`src/rtl/reg_arb_pkg.sv`:
```
// Shared types for the register-interface arbiter/mux: arbitration mode,
// FSM states, default request/response structs and a width helper.
package reg_arb_pkg;

  typedef enum logic {
    ARB_PRIO,
    ARB_RR
  } arb_mode_e;

  typedef enum logic [1:0] {
    ST_IDLE,
    ST_REQ,
    ST_RSP
  } state_e;

  localparam int unsigned DefAw = 32;
  localparam int unsigned DefDw = 32;

  typedef struct packed {
    logic [DefAw-1:0]   addr;
    logic               write;
    logic [DefDw-1:0]   wdata;
    logic [DefDw/8-1:0] wstrb;
    logic               valid;
  } reg_req_t;

  typedef struct packed {
    logic [DefDw-1:0] rdata;
    logic             error;
    logic             ready;
  } reg_rsp_t;

  // Bits needed to hold values 0..n-1, never less than one.
  function automatic int unsigned min1_clog2(input int unsigned n);
    return (n > 1) ? $clog2(n) : 1;
  endfunction

endpackage

```
`src/rtl/reg_arb_sel.sv`:
```
// Combinational port picker: fixed priority from index 0, or a round-robin
// search that starts at the pointer and wraps.
module reg_arb_sel
  import reg_arb_pkg::*;
#(
  parameter int unsigned NumPorts = 4,
  parameter int unsigned IdxW     = 2
) (
  input  logic [NumPorts-1:0] valid_i,
  input  logic [IdxW-1:0]     ptr_i,
  input  arb_mode_e           mode_i,
  output logic [IdxW-1:0]     idx_o,
  output logic                any_o
);

  int unsigned      base;
  logic [IdxW-1:0]  cand;

  always_comb begin
    // NOTE: every output of a combinational block gets a default first so no path infers a latch.
    idx_o = '0;
    any_o = |valid_i;
    base  = (mode_i == ARB_RR) ? 32'(ptr_i) : 32'd0;
    cand  = '0;
    // Walk the ring backwards so the candidate nearest the start point is assigned last and wins.
    for (int k = NumPorts - 1; k >= 0; k--) begin
      cand = IdxW'((base + 32'(k)) % NumPorts);
      if (valid_i[cand]) idx_o = cand;
    end
  end

endmodule

```
`src/rtl/reg_arb_mux.sv`:
```
// N-to-1 register-interface arbiter: grants one upstream port, forwards its
// request through registers, and returns the downstream response (or a timeout).
module reg_arb_mux
  import reg_arb_pkg::*;
#(
  parameter int unsigned NumPorts      = 4,
  parameter int unsigned AW            = 32,
  parameter int unsigned DW            = 32,
  parameter arb_mode_e   ArbMode       = ARB_RR,
  parameter int unsigned TimeoutCycles = 0,
  parameter type         req_t         = reg_req_t,
  parameter type         rsp_t         = reg_rsp_t
) (
  input  logic clk_i,
  input  logic rst_i,
  input  req_t in_req_i  [NumPorts],
  output rsp_t in_rsp_o  [NumPorts],
  output req_t out_req_o,
  input  rsp_t out_rsp_i,
  output logic busy_o,
  output logic timeout_o
);

  localparam int unsigned IdxW = min1_clog2(NumPorts);
  localparam int unsigned CntW = min1_clog2(TimeoutCycles + 1);

  state_e              state_q, state_d;
  logic [IdxW-1:0]     idx_q, idx_d, ptr_q, ptr_d;
  logic [CntW-1:0]     cnt_q, cnt_d;
  logic [AW-1:0]       addr_q, addr_d;
  logic                write_q, write_d;
  logic [DW-1:0]       wdata_q, wdata_d;
  logic [DW/8-1:0]     wstrb_q, wstrb_d;
  logic                valid_q, valid_d;
  logic [DW-1:0]       rdata_q, rdata_d;
  logic                error_q, error_d;
  logic                timeout_q, timeout_d;

  logic [NumPorts-1:0] valid_vec;
  logic [IdxW-1:0]     grant_idx;
  logic                any_valid;

  always_comb begin
    valid_vec = '0;
    for (int i = 0; i < NumPorts; i++) valid_vec[i] = in_req_i[i].valid;
  end

  reg_arb_sel #(
    .NumPorts (NumPorts),
    .IdxW     (IdxW)
  ) u_sel (
    .valid_i (valid_vec),
    .ptr_i   (ptr_q),
    .mode_i  (ArbMode),
    .idx_o   (grant_idx),
    .any_o   (any_valid)
  );

  always_comb begin
    state_d   = state_q;
    idx_d     = idx_q;
    ptr_d     = ptr_q;
    cnt_d     = cnt_q;
    addr_d    = addr_q;
    write_d   = write_q;
    wdata_d   = wdata_q;
    wstrb_d   = wstrb_q;
    valid_d   = 1'b0;
    rdata_d   = rdata_q;
    error_d   = error_q;
    timeout_d = 1'b0;

    unique case (state_q)
      ST_IDLE: begin
        if (any_valid) begin
          state_d = ST_REQ;
          idx_d   = grant_idx;
          addr_d  = in_req_i[grant_idx].addr;
          write_d = in_req_i[grant_idx].write;
          wdata_d = in_req_i[grant_idx].wdata;
          wstrb_d = in_req_i[grant_idx].wstrb;
          cnt_d   = '0;
          valid_d = 1'b1;
        end
      end
      ST_REQ: begin
        valid_d = 1'b1;
        // Ready is checked first so it beats a timeout landing in the same cycle.
        if (out_rsp_i.ready) begin
          rdata_d = out_rsp_i.rdata;
          error_d = out_rsp_i.error;
          valid_d = 1'b0;
          state_d = ST_RSP;
        end else if (TimeoutCycles != 0) begin
          cnt_d = cnt_q + CntW'(1);
          if (32'(cnt_q) + 32'd1 == TimeoutCycles) begin
            rdata_d   = '0;
            error_d   = 1'b1;
            timeout_d = 1'b1;
            valid_d   = 1'b0;
            state_d   = ST_RSP;
          end
        end
      end
      ST_RSP: begin
        state_d = ST_IDLE;
        if (ArbMode == ARB_RR) begin
          ptr_d = (32'(idx_q) == NumPorts - 1) ? '0 : idx_q + IdxW'(1);
        end
      end
      default: state_d = ST_IDLE;
    endcase
  end

  always_ff @(posedge clk_i) begin
    if (rst_i) begin
      state_q   <= ST_IDLE;
      idx_q     <= '0;
      ptr_q     <= '0;
      cnt_q     <= '0;
      addr_q    <= '0;
      write_q   <= 1'b0;
      wdata_q   <= '0;
      wstrb_q   <= '0;
      valid_q   <= 1'b0;
      rdata_q   <= '0;
      error_q   <= 1'b0;
      timeout_q <= 1'b0;
    end else begin
      // NOTE: state registers use non-blocking assignments so every flop samples pre-edge values.
      state_q   <= state_d;
      idx_q     <= idx_d;
      ptr_q     <= ptr_d;
      cnt_q     <= cnt_d;
      addr_q    <= addr_d;
      write_q   <= write_d;
      wdata_q   <= wdata_d;
      wstrb_q   <= wstrb_d;
      valid_q   <= valid_d;
      rdata_q   <= rdata_d;
      error_q   <= error_d;
      timeout_q <= timeout_d;
    end
  end

  always_comb begin
    out_req_o       = '0;
    out_req_o.addr  = addr_q;
    out_req_o.write = write_q;
    out_req_o.wdata = wdata_q;
    out_req_o.wstrb = wstrb_q;
    out_req_o.valid = valid_q;
  end

  always_comb begin
    for (int i = 0; i < NumPorts; i++) begin
      in_rsp_o[i] = '0;
      if (state_q == ST_RSP && idx_q == IdxW'(i)) begin
        in_rsp_o[i].ready = 1'b1;
        in_rsp_o[i].rdata = rdata_q;
        in_rsp_o[i].error = error_q;
      end
    end
  end

  assign busy_o    = (state_q != ST_IDLE);
  assign timeout_o = timeout_q;

endmodule

```
`config.mk`:
```
export PLATFORM = sky130hd
export DESIGN_NAME = reg_arb_mux
export DESIGN_NICKNAME = d
export VERILOG_FILES = /design/src/rtl/reg_arb_pkg.sv /design/src/rtl/reg_arb_sel.sv /design/src/rtl/reg_arb_mux.sv
export SDC_FILE = /design/constraint.sdc
export NUM_CORES = 1
export LEC_CHECK = 0
export ABC_AREA = 1
export CAP_MARGIN = 10
export CORE_AREA = 2 2 201 203
export DETAILED_ROUTE_END_ITERATION = 10
export DIE_AREA = 0 0 203 205
export DONT_BUFFER_PORTS = 1
export GPL_TIMING_DRIVEN = 1
export HOLD_SLACK_MARGIN = 0.1
export PLACE_DENSITY = 0.44
export SLEW_MARGIN = 20
export SYNTH_ARGS = -nofsm -noshare
export SYNTH_HDL_FRONTEND = slang
export SYNTH_SLANG_ARGS = --single-unit
```
`constraint.sdc`:
```
create_clock -name clk_i -period 2.8 [get_ports clk_i]
set_clock_uncertainty 0.15 [all_clocks]
set_input_delay 0.14 -clock clk_i [delete_from_list [all_inputs] [get_ports clk_i]]
set_output_delay 0.14 -clock clk_i [all_outputs]
set_load 0.005 [all_outputs]
```
Yosys cells after proc, flatten, opt, wreduce, memory -nomap -nowiden
Index checks and enable logic that the tools add are counted.
{"block": "totals", "mem_bits_ro": 0, "ram_bits": 0, "in_bits": 316, "mem_count": 0, "latchBits": 0, "reg_bits": 109}
{"block": "classes", "n_div": 0, "bitwise_logic": 1, "eq_ne": 7, "reduce_logical": 11, "n_shift": 0, "n_mux": 26, "add_sub_neg": 4, "mul": 0, "magnitude_cmp": 5}
{"cell": "$bmux W70 S2", "n": 1}
{"cell": "$mux W70", "n": 2}
{"cell": "$mux W34", "n": 4}
{"cell": "$mux W2", "n": 7}
{"cell": "$lt A2 B3 Y1 const B", "n": 4}
{"cell": "$bmux W1 S2", "n": 4}
{"cell": "$eq A2 B2 Y1 const B", "n": 3}
{"cell": "$mux W1", "n": 6}
{"cell": "$reduce_and A2 Y1", "n": 3}
{"cell": "$add A2 B1 Y2 const B", "n": 2}
{"cell": "$add A2 B2 Y2 const B", "n": 2}
{"cell": "$eq A2 B1 Y1 const B", "n": 2}
{"cell": "$logic_and A1 B1 Y1", "n": 4}
{"cell": "$logic_not A2 Y1", "n": 2}
{"cell": "$ne A2 B2 Y1 const B", "n": 2}
{"cell": "$pmux W2 S2", "n": 1}
{"cell": "$reduce_or A4 Y1", "n": 1}
{"cell": "$ge A3 B3 Y1 const B", "n": 1}
{"cell": "$not A2 Y3", "n": 1}
{"cell": "$pmux W1 S2", "n": 1}
{"cell": "$reduce_bool A2 Y1", "n": 1}

Logic depth before layout (Yosys ltp)
{"block": "logic_depth", "word_depth": 11, "mapped_depth": 16, "depth_no_buf": 13}

Hierarchy
From an unflattened synthesis, not the netlist that was laid out.
{"block": "unflattened", "cells_unflattened": 1326, "area_unflattened_um2": 7477.2}
{"module": "reg_arb_mux", "seq_area_each_um2": 2182.1, "cells_each": 1271, "area_per_inst_um2": 7175.6, "n_inst": 1}
{"module": "reg_arb_sel", "seq_area_each_um2": 0.0, "cells_each": 55, "area_per_inst_um2": 301.5, "n_inst": 1}

Least setup slack after synthesis
Ideal clock, no wire load.
{"block": "synth_timing", "kind": "register to register", "from": "reg ptr_q[0]", "to": "reg addr_q[29]", "slack_ns": 0.918, "t_required_ns": 2.541, "period_less_slack_ns": 1.882, "path_stages_with_launch": 17, "arrival_time_ns": 1.623, "n_path_buf": 3, "setup_ns": 0.109, "cell_sequence": "dfxtp_1 > buf_4 > inv_2 > nand2_1 > nor2_1 > nor2_2 > nand3_2 > nand2_1 > nand2_2 > nand2_2 > buf_4 > buf_2 > nand2_1 > nand3_1 > nand3_1 > nand2_1 > inv_1"}
{"block": "synth_via", "elab_chain_cells": 11}
{"element": "from (decl)", "line": "reg_arb_mux.sv:28", "rtl": "logic [IdxW-1:0] idx_q, idx_d, ptr_q, ptr_d;"}
{"element": "from (signal assigned)", "line": "reg_arb_mux.sv:133", "rtl": "ptr_q <= ptr_d;"}
{"element": "$add A2 B2 Y2", "line": "reg_arb_sel.sv:27", "rtl": "cand = IdxW'((base + 32'(k)) % NumPorts);"}
{"element": "$bmux W1 S2", "line": "reg_arb_sel.sv:28", "rtl": "if (valid_i[cand]) idx_o = cand;"}
{"element": "$mux W1 (not written as such)", "line": "reg_arb_sel.sv:28"}
{"element": "$mux W2 (3 in series)", "line": "reg_arb_sel.sv:28"}
{"element": "$mux W2 *", "line": "reg_arb_sel.sv:28"}
{"element": "$not A2 Y3 (not written as such) *", "line": "reg_arb_mux.sv:78", "rtl": "addr_d = in_req_i[grant_idx].addr;"}
{"element": "$bmux W70 S2 *", "line": "reg_arb_mux.sv:78"}
{"element": "$mux W70 * (2 in series)"}
{"element": "to (signal assigned)", "line": "reg_arb_mux.sv:135", "rtl": "addr_q <= addr_d;"}
{"element": "to (decl)", "line": "reg_arb_mux.sv:30", "rtl": "logic [AW-1:0] addr_q, addr_d;"}
Mark *: on every way between the ends. The rest lies on a longest branch, timed or not. The select of a mux whose other input is x is not followed.
A chain may end at the register's enable or synchronous reset.

Final worst setup path
{"block": "layout_timing", "from": "reg ptr_q[0]", "to": "reg addr_q[30]"}
The elaborated chain is that of the path after synthesis.

==> metrics.md <==
| Metric | Value |
|---|---|
| Crit path max fanout | `52` |
| Crit path launch type | `register` |
| RSZ-0062 raised after global routing | `false` |
| CP delay by family, top | `simple AND/OR/NAND/NOR gates` |
| Peak supply drop | `0.275 mV` |
| Util after Layout | `29.5%` |
| Worst Setup End Kind | `register` |
| DRC Markers | `0` |
| Headroom to the max-slew limit | `42.0%` |
| Ports | `524` |
| Die height | `205 um` |
| Most frequent cells in the layout | `dlygate4sd3_1 (313), nand2_1 (297), nor2_1 (272)` |
| Setup Viol. Count Final | `0` |
| Fill cells | `4223` |
| Drt pass-1 iters | `5` |
| Initial core utilization | `19.5%` |
| Synth area leader | `dfxtp_1` |
| CP peak stage delay | `0.63 ns` |
| Initial antenna violation count | `1` |
| Vias/cell | `4.56` |
| First-pass GRT wire length | `53400 um` |
| Placer Congestion | `0.893` |
| Post-DRT Antenna Nets | `0` |
| Largest net degree at the start of global routing | `89` |
| Req. time, crit path | `2.96 ns` |
| Clock transition at path regs | `0.08 ns` |
| Critical path origin | `ptr_q[0]` |
| Most used cell, CP | `nand2_1` |
| Grt ovf | `0` |
| Worst Max-Slew Pin Slew | `0.869 ns` |
| HP Class | `input port to register` |
| Reg2reg end | `addr_q[30]` |
| Setup crit end | `addr_q[30]` |
| Commonest non-fill, non-tap cell in the layout | `dlygate4sd3_1` |
| CTS buffer count | `9` |
| Synthesized area per cell | `5.44 sq um` |
| Clock tree buffer depth | `2` |
| #FFs+latches synth | `109` |
| Ys flop type | `dfxtp_1` |
| Count of cells resized by post-cts repair | `0` |
| Min Clock Period, post-route | `2.56 ns` |
| PwrDens | `432 nW/um^2` |
| Sink Count | `109` |
| Synth-to-Final Area Change | `50.8%` |
| Dpl ws | `0.318 ns` |
| Post-synthesis sequential area ratio | `28.4%` |
| CTS Hold Bufs | `314` |
| DR WL/cell | `16.9 um` |
| IO buf count | `0` |
| Critical path class | `register to register` |
| Worst reg-to-reg path cell count | `12` |
| Setup tns final | `0 ns` |
| Outcome | `finished, final reports clean` |
| Die W | `203 um` |
| Vias in the first global route | `9514` |
| Top cell type's share of synthesized area | `28.4%` |
| Clk_lat worst skew | `0.37 ns` |
| Via Count | `10016` |
| Syn Std Cell Area | `7690 sq um` |
| Reg2Reg Launch Point | `ptr_q[0]` |
| Max-cap viol count | `0` |
| Final Max Slew Viols | `0` |
| Syn_nets | `1732` |
| CP Buf/Inv Count | `1` |
| Period utilization | `91.3%` |
| Synth area leaders | `dfxtp_1 (28%), nand3_1 (16%), nand2_1 (15%), nor2_1 (13%), inv_1 (13%)` |
| H-tree lvl count | `3` |
| Critical path cell sequence | `nand2_1 -> nor2_1 -> nor2_2 -> nand3_2 -> nand2_1 -> nand2_4 -> nand2_4 -> inv_2 -> nand2_1 -> nand3_1 -> nand2_1 -> nor2_1` |
| DIE AREA | `41600 sq um` |
| Critical path depth in cells | `12` |
| Slowest-stage cell, CP | `inv_2` |
| Yosys warnings | `0` |
| Fraction of layout cells with a size suffix above 1 | `3.30%` |
| Initial DRC count | `610` |
| Critical Path AT | `2.72 ns` |
| Max Fclk | `391 MHz` |
| Final Hold Viols | `0` |
| Post-synth EDFFs | `0` |
| CTS tree | `built` |
| DPL Wire Length | `25000 um` |
| Post-Route WL | `37100 um` |
| Synth Instances | `1412` |
| # nets final | `1984` |
| Post-route setup slack | `0.244 ns` |
| Post-synth cell types | `24` |
| Post-CTS Setup Inserts | `0` |
| Row cnt | `73` |
| Asr flop ratio synth | `0%` |
| Internal reg-to-reg setup slack | `0.24 ns` |
| GR Util All Layers | `16.7%` |
| Lkg Pwr | `5.67 nW` |
| Root Buffer | `clkbuf_16` |
| Core area | `39400 sq um` |
where the power goes:
part | internal, W | switching, W
registers | 0.00175 | 0.000173
logic | 0.000727 | 0.00104
clock network | 0.000638 | 0.000682
total | 0.00311 | 0.00189
area by class of cell:
cell class	instances	area (sq um)	share of cell area, %
Multi-Input combinational cell	937	4070	35.1
Timing Repair Buffer	336	3380	29.1
Sequential cell	109	2180	18.8
Inverter	271	1020	8.77
Tap cell	525	657	5.67
Clock buffer	10	239	2.06
Clock inverter	6	45.0	0.389
Antenna cell	2	5.00	0.0432
cell families after synthesis:
| group | Yosys count | share of synthesized area, % |
|---|---|---|
| other cells | 1 | 0.0488 |
| compound gates | 104 | 6.90 |
| flops | 109 | 28.4 |
| fa+ha+maj | 4 | 0.651 |
| buf+inv | 366 | 19.0 |
| simple gates | 828 | 45.0 |
sequential cells by signal, summed over array words and instances (netlist names):
signal,cells
write_q,1
error_q,1
rdata_q,32
valid_q,1
state_q,2
wstrb_q,4
idx_q,2
addr_q,32
ptr_q,2
wdata_q,32
worst min-delay path, stage by stage:
cell and delay (ns):
inv_2 0.29, nand2_1 0.18, inv_1 0.03
metrics by stage:
step | hold slack [ns] | std cells | instance area, sq um | power (W)
finish | 0.164 | 2196 | 11600 | 0.00501
floorplan | 0.126 | 1412 | 7690 | 0.00293
CTS | 0.180 | 2194 | 11600 | 0.00508
global route | 0.202 | 2195 | 11600 | 0.00536
global placement | 0.0737 | 1864 | 8140 | 0.00330
detailed placement | 0.0751 | 1864 | 8140 | 0.00332
cells in the mapped netlist (all sizes together) (2+ instances only):
library cell,number
nor2,276
inv,271
a211oi,2
nand3,251
o21ai,37
ha,4
dfxtp,109
a21oi,64
buf,54
clkbuf,41
nand2,299
worst min-delay path by stage:
stage / cells past startpoint / start / endpoint
finish: 3 / rst_i / wdata_q[2]
global route: 3 / rst_i / wdata_q[2]
CTS: 3 / rst_i / wdata_q[5]
detailed placement: 1 / rst_i / state_q[0]
global placement: 1 / rst_i / state_q[1]
floorplan: 2 / in_req_i[178] / addr_q[0]
metal layers:
metal  GRT usage [%]  part of all wire, %  routed length [um]
met1            17.8                   38               14200
met2            30.4                   50               18500
met3            4.93                  8.2                3050
met4            7.69                  3.7                1380
met5               0                    0                   0
(Power assumes the default switching activity.)
